File: config.mk
export PLATFORM = sky130hd
export DESIGN_NAME = fpnew_result_queue
export DESIGN_NICKNAME = d
export VERILOG_FILES = /design/src/rtl/fpnew_result_queue.sv
export SDC_FILE = /design/constraint.sdc
export NUM_CORES = 1
export LEC_CHECK = 0
export CORE_ASPECT_RATIO = 1.1
export CORE_MARGIN = 4
export CORE_UTILIZATION = 53
export CTS_CLUSTER_DIAMETER = 60
export DETAILED_ROUTE_END_ITERATION = 10
export PLACE_DENSITY = 0.8
export SYNTH_ARGS = -nofsm -noshare
export SYNTH_HDL_FRONTEND = slang
export SYNTH_SLANG_ARGS = --single-unit
export TNS_END_PERCENT = 10
File: constraint.sdc
create_clock -name clk_i -period 2.7 [get_ports clk_i]
set_input_delay 0.27 -clock clk_i [delete_from_list [all_inputs] [get_ports clk_i]]
set_output_delay 0.27 -clock clk_i [all_outputs]
set_load 0.02 [all_outputs]
File: src/rtl/fpnew_result_queue.sv
// Result FIFO behind fpnew_top with a valid/ready consumer port.
// Optional sticky fflags, enabled by `define FPNEW_RESULT_QUEUE_FFLAGS_EN.
module fpnew_result_queue #(
   parameter int unsigned WIDTH     = 16,
   parameter int unsigned DEPTH     = 4,
   parameter int unsigned TAG_WIDTH = 1
) (
   input  logic                         clk_i,
   input  logic                         rst_ni,
   input  logic                         flush_i,
   input  logic                         fpu_valid_i,
   output logic                         fpu_ready_o,
   input  logic [WIDTH-1:0]             fpu_result_i,
   input  logic [4:0]                   fpu_status_i,
   input  logic [TAG_WIDTH-1:0]         fpu_tag_i,
   output logic                         res_valid_o,
   input  logic                         res_ready_i,
   output logic [WIDTH-1:0]             res_data_o,
   output logic [4:0]                   res_status_o,
   output logic [TAG_WIDTH-1:0]         res_tag_o,
   output logic [$clog2(DEPTH+1)-1:0]   count_o,
   output logic [4:0]                   fflags_o,
   input  logic                         fflags_clr_i
);

   localparam int unsigned CW = $clog2(DEPTH + 1);
   localparam int unsigned PW = $clog2(DEPTH);
   localparam int unsigned EW = WIDTH + 5 + TAG_WIDTH;
   localparam logic [CW-1:0] FULL = CW'(DEPTH);

   logic [EW-1:0] mem_q [DEPTH];
   logic [EW-1:0] mem_d [DEPTH];
   logic [PW-1:0] wptr_q, wptr_d;
   logic [PW-1:0] rptr_q, rptr_d;
   logic [CW-1:0] cnt_q, cnt_d;

   logic push, pop, push_acc, pop_acc;

   // Ready depends only on registered occupancy, never on res_ready_i.
   assign fpu_ready_o = (cnt_q != FULL);
   assign res_valid_o = (cnt_q != '0);
   assign count_o     = cnt_q;

   assign push     = fpu_valid_i & fpu_ready_o;
   assign pop      = res_valid_o & res_ready_i;
   assign push_acc = push & ~flush_i;
   assign pop_acc  = pop & ~flush_i;

   assign {res_data_o, res_status_o, res_tag_o} = mem_q[rptr_q];

   always_comb begin
      mem_d = mem_q;
      if (push_acc) begin
         mem_d[wptr_q] = {fpu_result_i, fpu_status_i, fpu_tag_i};
      end
   end

   always_comb begin
      wptr_d = wptr_q;
      rptr_d = rptr_q;
      cnt_d  = cnt_q;
      if (flush_i) begin
         wptr_d = '0;
         rptr_d = '0;
         cnt_d  = '0;
      end else begin
         if (push_acc) wptr_d = wptr_q + PW'(1);
         if (pop_acc)  rptr_d = rptr_q + PW'(1);
         unique case ({push_acc, pop_acc})
            2'b10:   cnt_d = cnt_q + CW'(1);
            2'b01:   cnt_d = cnt_q - CW'(1);
            default: cnt_d = cnt_q;
         endcase
      end
   end

   always_ff @(posedge clk_i or negedge rst_ni) begin
      if (!rst_ni) begin
         wptr_q <= '0;
         rptr_q <= '0;
         cnt_q  <= '0;
      end else begin
         wptr_q <= wptr_d;
         rptr_q <= rptr_d;
         cnt_q  <= cnt_d;
      end
   end

   // Storage is deliberately left unreset.
   always_ff @(posedge clk_i) begin
      mem_q <= mem_d;
   end

`ifdef FPNEW_RESULT_QUEUE_FFLAGS_EN
   logic [4:0] fflags_q, fflags_d;

   always_comb begin
      fflags_d = fflags_q;
      if (push_acc) begin
         fflags_d = fflags_clr_i ? fpu_status_i
                                 : (fflags_q | fpu_status_i);
      end else if (fflags_clr_i) begin
         fflags_d = '0;
      end
   end

   always_ff @(posedge clk_i or negedge rst_ni) begin
      if (!rst_ni) begin
         fflags_q <= '0;
      end else begin
         fflags_q <= fflags_d;
      end
   end

   assign fflags_o = fflags_q;
`else
   logic unused_fflags_clr;
   assign unused_fflags_clr = fflags_clr_i;
   assign fflags_o          = '0;
`endif

endmodule

---- Word level (Yosys, flattened, before mapping) ----
Cells that the tools add are included.
storage, ports and cells
  flip-flop bits (word level) ............. 95
  input bits .............................. 28
  output and inout port bits .............. 32
  word-level logic and storage cells ...... 41
cells by class
  $add $sub $neg .......................... 4
  order comparisons ....................... 3
  equal/unequal tests ..................... 3
  multiplexer cells ....................... 12
  bitwise gates (word level) .............. 7
  reduce and logical (&&, ||, !) cells .... 5
operator list
  kind                   number
  $bwmux W88             1
  $mux W22               3
  $bmux W22 S2           1
  $demux W22 S2          1
  $mux W2                4
  $ge A3 B3 Y1 const B   2
  $not A2 Y3             2
  $pmux W3 S2            1
  $reduce_bool A3 Y1     2
  $add A2 B1 Y2 const B  2
  $and A1 B1 Y1          4
  $reduce_bool A2 Y1     2
  $add A3 B1 Y3 const B  1
  $lt A3 B1 Y1 const B   1
  $mux W3                1
  $ne A3 B3 Y1 const B   1
  $sub A3 B1 Y3 const B  1
  $eq A2 B1 Y1 const B   1
  $eq A2 B2 Y1 const B   1
  $logic_and A1 B1 Y1    1
  $not A1 Y1             1

---- Depth between registers and ports, before layout ----
Gate-level depths: netlist (run 1).
  depth after elaboration ................. 6
  gate-level depth with buffers ........... 7
  mapped depth without buffers ............ 7

---- Worst setup path before layout (run 1) ----
OpenSTA, ideal clock, no wires.
  path kind ............................... register to register
  start ................................... register cnt_q[1], in the netlist count_o[1]
  end ..................................... register cnt_q[2], in the netlist count_o[2]
  setup time .............................. 82 ps
  arrival time ............................ 2348 ps
  required time ........................... 2618 ps
  slack ................................... 270 ps
  stages on the path, launching flop included .. 8
  path buffers ............................ 0
  period minus slack after synthesis ...... 2430 ps
  cell sequence ........................... dfrtp_1 -> or3_2 -> nand2_1 -> nor3_1 -> fa_1 -> nand2b_1 -> or4_1 -> a31oi_1
between the ends
  longest elaborated chain between the ends .. 6
  elaborated cells between the ends (all ways) .. 13
  those cells by class .................... add/sub (2); eq/ne (3); mux (2); bitwise (4); reduce/logical (2)
ends and longest elaborated chain
  item                                                 RTL line  source
  start, declared                                      35        logic [CW-1:0] cnt_q, cnt_d;
  start signal, assigned                               85        cnt_q <= cnt_d;
  $reduce_bool A3 Y1 *                                 41        assign res_valid_o = (cnt_q != '0);
  net res_valid_o                                      16        output logic res_valid_o,
  $and A1 B1 Y1 *                                      45        assign pop = res_valid_o & res_ready_i;
  $and A1 B1 Y1 *                                      47        assign pop_acc = pop & ~flush_i;
  $eq A2 B1 Y1 / $eq A2 B2 Y1 (equally long branches)  69        unique case ({push_acc, pop_acc})
  $pmux W3 S2                                          69
  $mux W3                                              62        if (flush_i) begin
Mark *: on every way through the listed nets, which the timed path passes. The rest lies on a longest branch.
A chain may end at the register's enable or synchronous reset.

---- Final worst setup path (run 1) ----
  start ................................... register rptr_q[0]
  end ..................................... output port res_data_o[10]
between the ends
  longest elaborated chain between the ends .. 4
ends and longest elaborated chain
  item                                          RTL line  source
  start, declared                               34        logic [PW-1:0] rptr_q, rptr_d;
  start signal, assigned                        84        rptr_q <= rptr_d;
  $not A2 Y3 (implied by the code)              49        assign {res_data_o, res_status_o, res_tag_o} = mem_q[rptr_q];
  $bmux W22 S2                                  49
  $mux W22 (implied by the code) (2 in series)  49
  end, declared                                 18        output logic [WIDTH-1:0] res_data_o,
Every way passes these cells. The select of a mux whose other input is x is not followed.

==> results of run 1 <==
-- area by class of cell --
cell class / count / area, µm²
multi-input cells: 76 / 860
repair buffers: 59 / 601
inverters: 2 / 7.51
fillers: 446 / 2150
clock inverters: 6 / 83.8
well taps: 82 / 103
clock buffers: 10 / 128
flip-flops and latches: 95 / 2820
-- routing by layer --
metal  part of all wire (%)  track usage, %
met1                     42            20.4
met2                     50            26.8
met3                    5.1            3.42
met4                    2.3            8.44
met5                      0               0
-- registers in the layout (all words and copies together) (netlist names) --
| name | count |
|---|---|
| wptr_q | 2 |
| rptr_q | 2 |
| count_o | 3 |
| mem_q | 88 |
-- cells in the final DEF (no fill, tap or decap), types with 4 or more instances in the layout --
cell type,synthesis,final
and2_2,4,4
edfxtp_1,88,88
dfrtp_1,7,6
nand2_1,4,4
clkbuf_8,1,9
conb_1,1,5
ha_1,4,4
clkdlybuf4s50_1,0,53
mux4_2,22,22
nand3_1,4,4
buf_4,7,4
nor2_1,7,7
-- Yosys cell counts --
cell type / number
edfxtp_1: 88
mux4_2: 22
buf_4: 7
dfrtp_1: 7
nor2_1: 7
and2_2: 4
buf_2: 4
ha_1: 4
nand2_1: 4
nand3_1: 4
a21oi_1: 2
inv_1: 2
nand2b_1: 2
nor3_1: 2
o21ai_0: 2
xnor2_1: 2
xor2_1: 2
a211oi_1: 1
a31oi_1: 1
a41oi_1: 1
and2b_2: 1
buf_1: 1
clkbuf_8: 1
conb_1: 1
fa_1: 1
nand2_4: 1
nor2b_1: 1
o21bai_1: 1
o221ai_1: 1
or3_1: 1
or3_2: 1
or3b_2: 1
or3b_4: 1
or4_1: 1
-- cells by family after synthesis --
group	synth area share [%]
buffers and inverters	2.60
XOR/XNOR	0.932
AND/OR/NAND/NOR	4.83
flip-flops	74.9
other	0.0997
AO/OA/AOI/OAI	1.56
adder cells (fa/ha/maj)	1.86
multiplexers	13.2
-- power groups by stage --
stage / combinational (mW) / clock, mW / sequential [mW]
6_report: 0.503 / 0.973 / 1.69
5_1_grt: 0.542 / 1.06 / 1.70
4_1_cts: 0.512 / 0.995 / 1.69
3_5_place_dp: 0.510 / 0 / 1.72
3_3_place_gp: 0.502 / 0 / 1.72
2_1_floorplan: 0.293 / 0 / 1.72
-- metrics by stage --
step           hold WS (ns)  std cells  area (µm²)
2_1_floorplan       -0.0256        186        3770
3_3_place_gp          0.561        314        4390
3_5_place_dp          0.571        314        4390
4_1_cts               0.195        330        4600
5_1_grt               0.205        330        4600
6_report              0.206        330        4600
-- critical path, cell delays in order (launching register included) --
cell	delay, ns
dfrtp_2	0.52
buf_12	0.23
mux4_2	0.55
clkdlybuf4s50_1	0.56
-- worst max-delay path by stage --
stage	cells past startpoint	slack, ns	end	start
global route	3	0.14	res_data_o[9]	rptr_q[0]
finish	3	0.23	res_data_o[10]	rptr_q[0]
floorplan	7	0.27	count_o[2]	count_o[1]
CTS	3	0.18	res_data_o[10]	rptr_q[0]
detailed placement	7	0.37	count_o[2]	count_o[2]
global placement	7	0.41	count_o[2]	count_o[2]
==> run_results.csv, run 1 <==
group,metric,value,unit
run_status,status,"complete, no violations",
route,vias,1801,
timing,fmax,405,MHz
place,port_buffers,53,
layout,synthToLayoutAreaGrowth,22.4,%
synthesis,synth_top_cell_area_share,70.3,%
route,wl_per_cell,19.1,µm
route,wirelength,6.31,mm
worst_setup_path,crit_fanout,18,
synthesis,netlist_instances,182,
clocking,cts_tree,"built",
timing,fin_crit,2.47,ns
clocking,cts.sinks,95,
worst_setup_path,endpoint_kind,"primary output",
global_routing,grt_pass1_wl,9.87,mm
timing,finClkSkew,0.0120,ns
floorplan,dieHeight,96.3,µm
floorplan,initial_core_util,55.7,%
power,switching_power,0.723,mW
place,place.gp.congestion,0.777,
synthesis,netlist_area,3760,µm²
global_routing,grt_start_max_net_pins,23,
synthesis,avgSynthCellArea,20.7,µm²
clocking,clk_path_buf_depth,2,
route,drt_iter0_markers,59,
job,max-cap-violations,0,
synthesis,ys_types,34,
place,pre_cts_slack,0.371,ns
clocking,clock-root-buffer,"clkbuf_8",
worst_setup_path,r2r.worst_path.cells,7,
synthesis,yosysWarnings,0,
floorplan,row_count,31,
power,p_leak,1.50,nW
worst_setup_path,critPathArrivalTime,2.20,ns
clocking,postCtsSetupBuffers,0,
layout,drive_gt1_share,20.6,%
place,place_hpwl,4.08,mm
timing,setup_viol,0,
power,total_power,3.17,mW
clocking,ctsResizeCount,0,
hold_path,hold_class,"input pin to asynchronous set/reset pin",
synthesis,ys_top_cells_by_area,"edfxtp_1, mux4_2, dfrtp_1, buf_4, ha_1",
worst_setup_path,r2r-end,"count_o[2]",
timing,worst_slew_pin_slew,0.596,ns
timing,setup_tns,0,ns
clocking,cts-buffers-inserted,9,
worst_setup_path,critPathLaunchType,"register",
global_routing,grt_overflow_total,0,
timing,worst_slack,0.233,ns
synthesis,yosys.area.top_type,"edfxtp_1",
synthesis,synth-seq-cells,95,
synthesis,yosysSeqAreaShare,74.9,%
power,ir_worst_vdd,0.395,mV
timing,finalMaxSlewViolations,0,
timing,max-slew-margin-rel,60.3,%
route,antenna_left,0,
clocking,hold_buffers,0,
floorplan,die_area,8510,µm²
power,p_seq_share,53.4,%
worst_setup_path,r2r_setup_slack,0.34,ns
worst_setup_path,r2r_start,"count_o[2]",
floorplan,fp.coreArea,6750,µm²
route,drc,0,
power,p_int,2.44,mW
timing,post-route-period-util,91.4,%
global_routing,grt_pass1_vias,1906,
layout,post-route-util,68.2,%
power,combPwrFrac,15.9,%
layout,fin_nets,276,
floorplan,ioPinCount,60,
route,first_pass_iters,4,
global_routing,antenna_found_initial,0,
power,powerDensity,688,nW/µm²
global_routing,grt.total_usage,16.3,%
clocking,clk_pin_slew_worst_paths,0.08,ns
worst_setup_path,cp.required,2.43,ns
route,viasPerCell,5.46,
power,switching_share,22.8,%
layout,num_antenna_cells,0,
worst_setup_path,criticalPathCategory,"register to primary output",
clocking,htreeDepth,3,
power,p_clk_share,30.7,%
clocking,clk-insertion-delay-late,0.34,ns
timing,finalHoldViolCount,0,
floorplan,die_w,88.3,µm
timing,rsz0062_at_grt,"false",
No activity file was read; power rests on OpenSTA's default activity.
==> run 2, diff against run 1 <==
SKIP_CTS_REPAIR_TIMING = 1   (was unset)
TNS_END_PERCENT = unset   (was 10)
==> results of run 2 <==
Same layout as run 1: the final DEF is identical, and so are final timing and power.
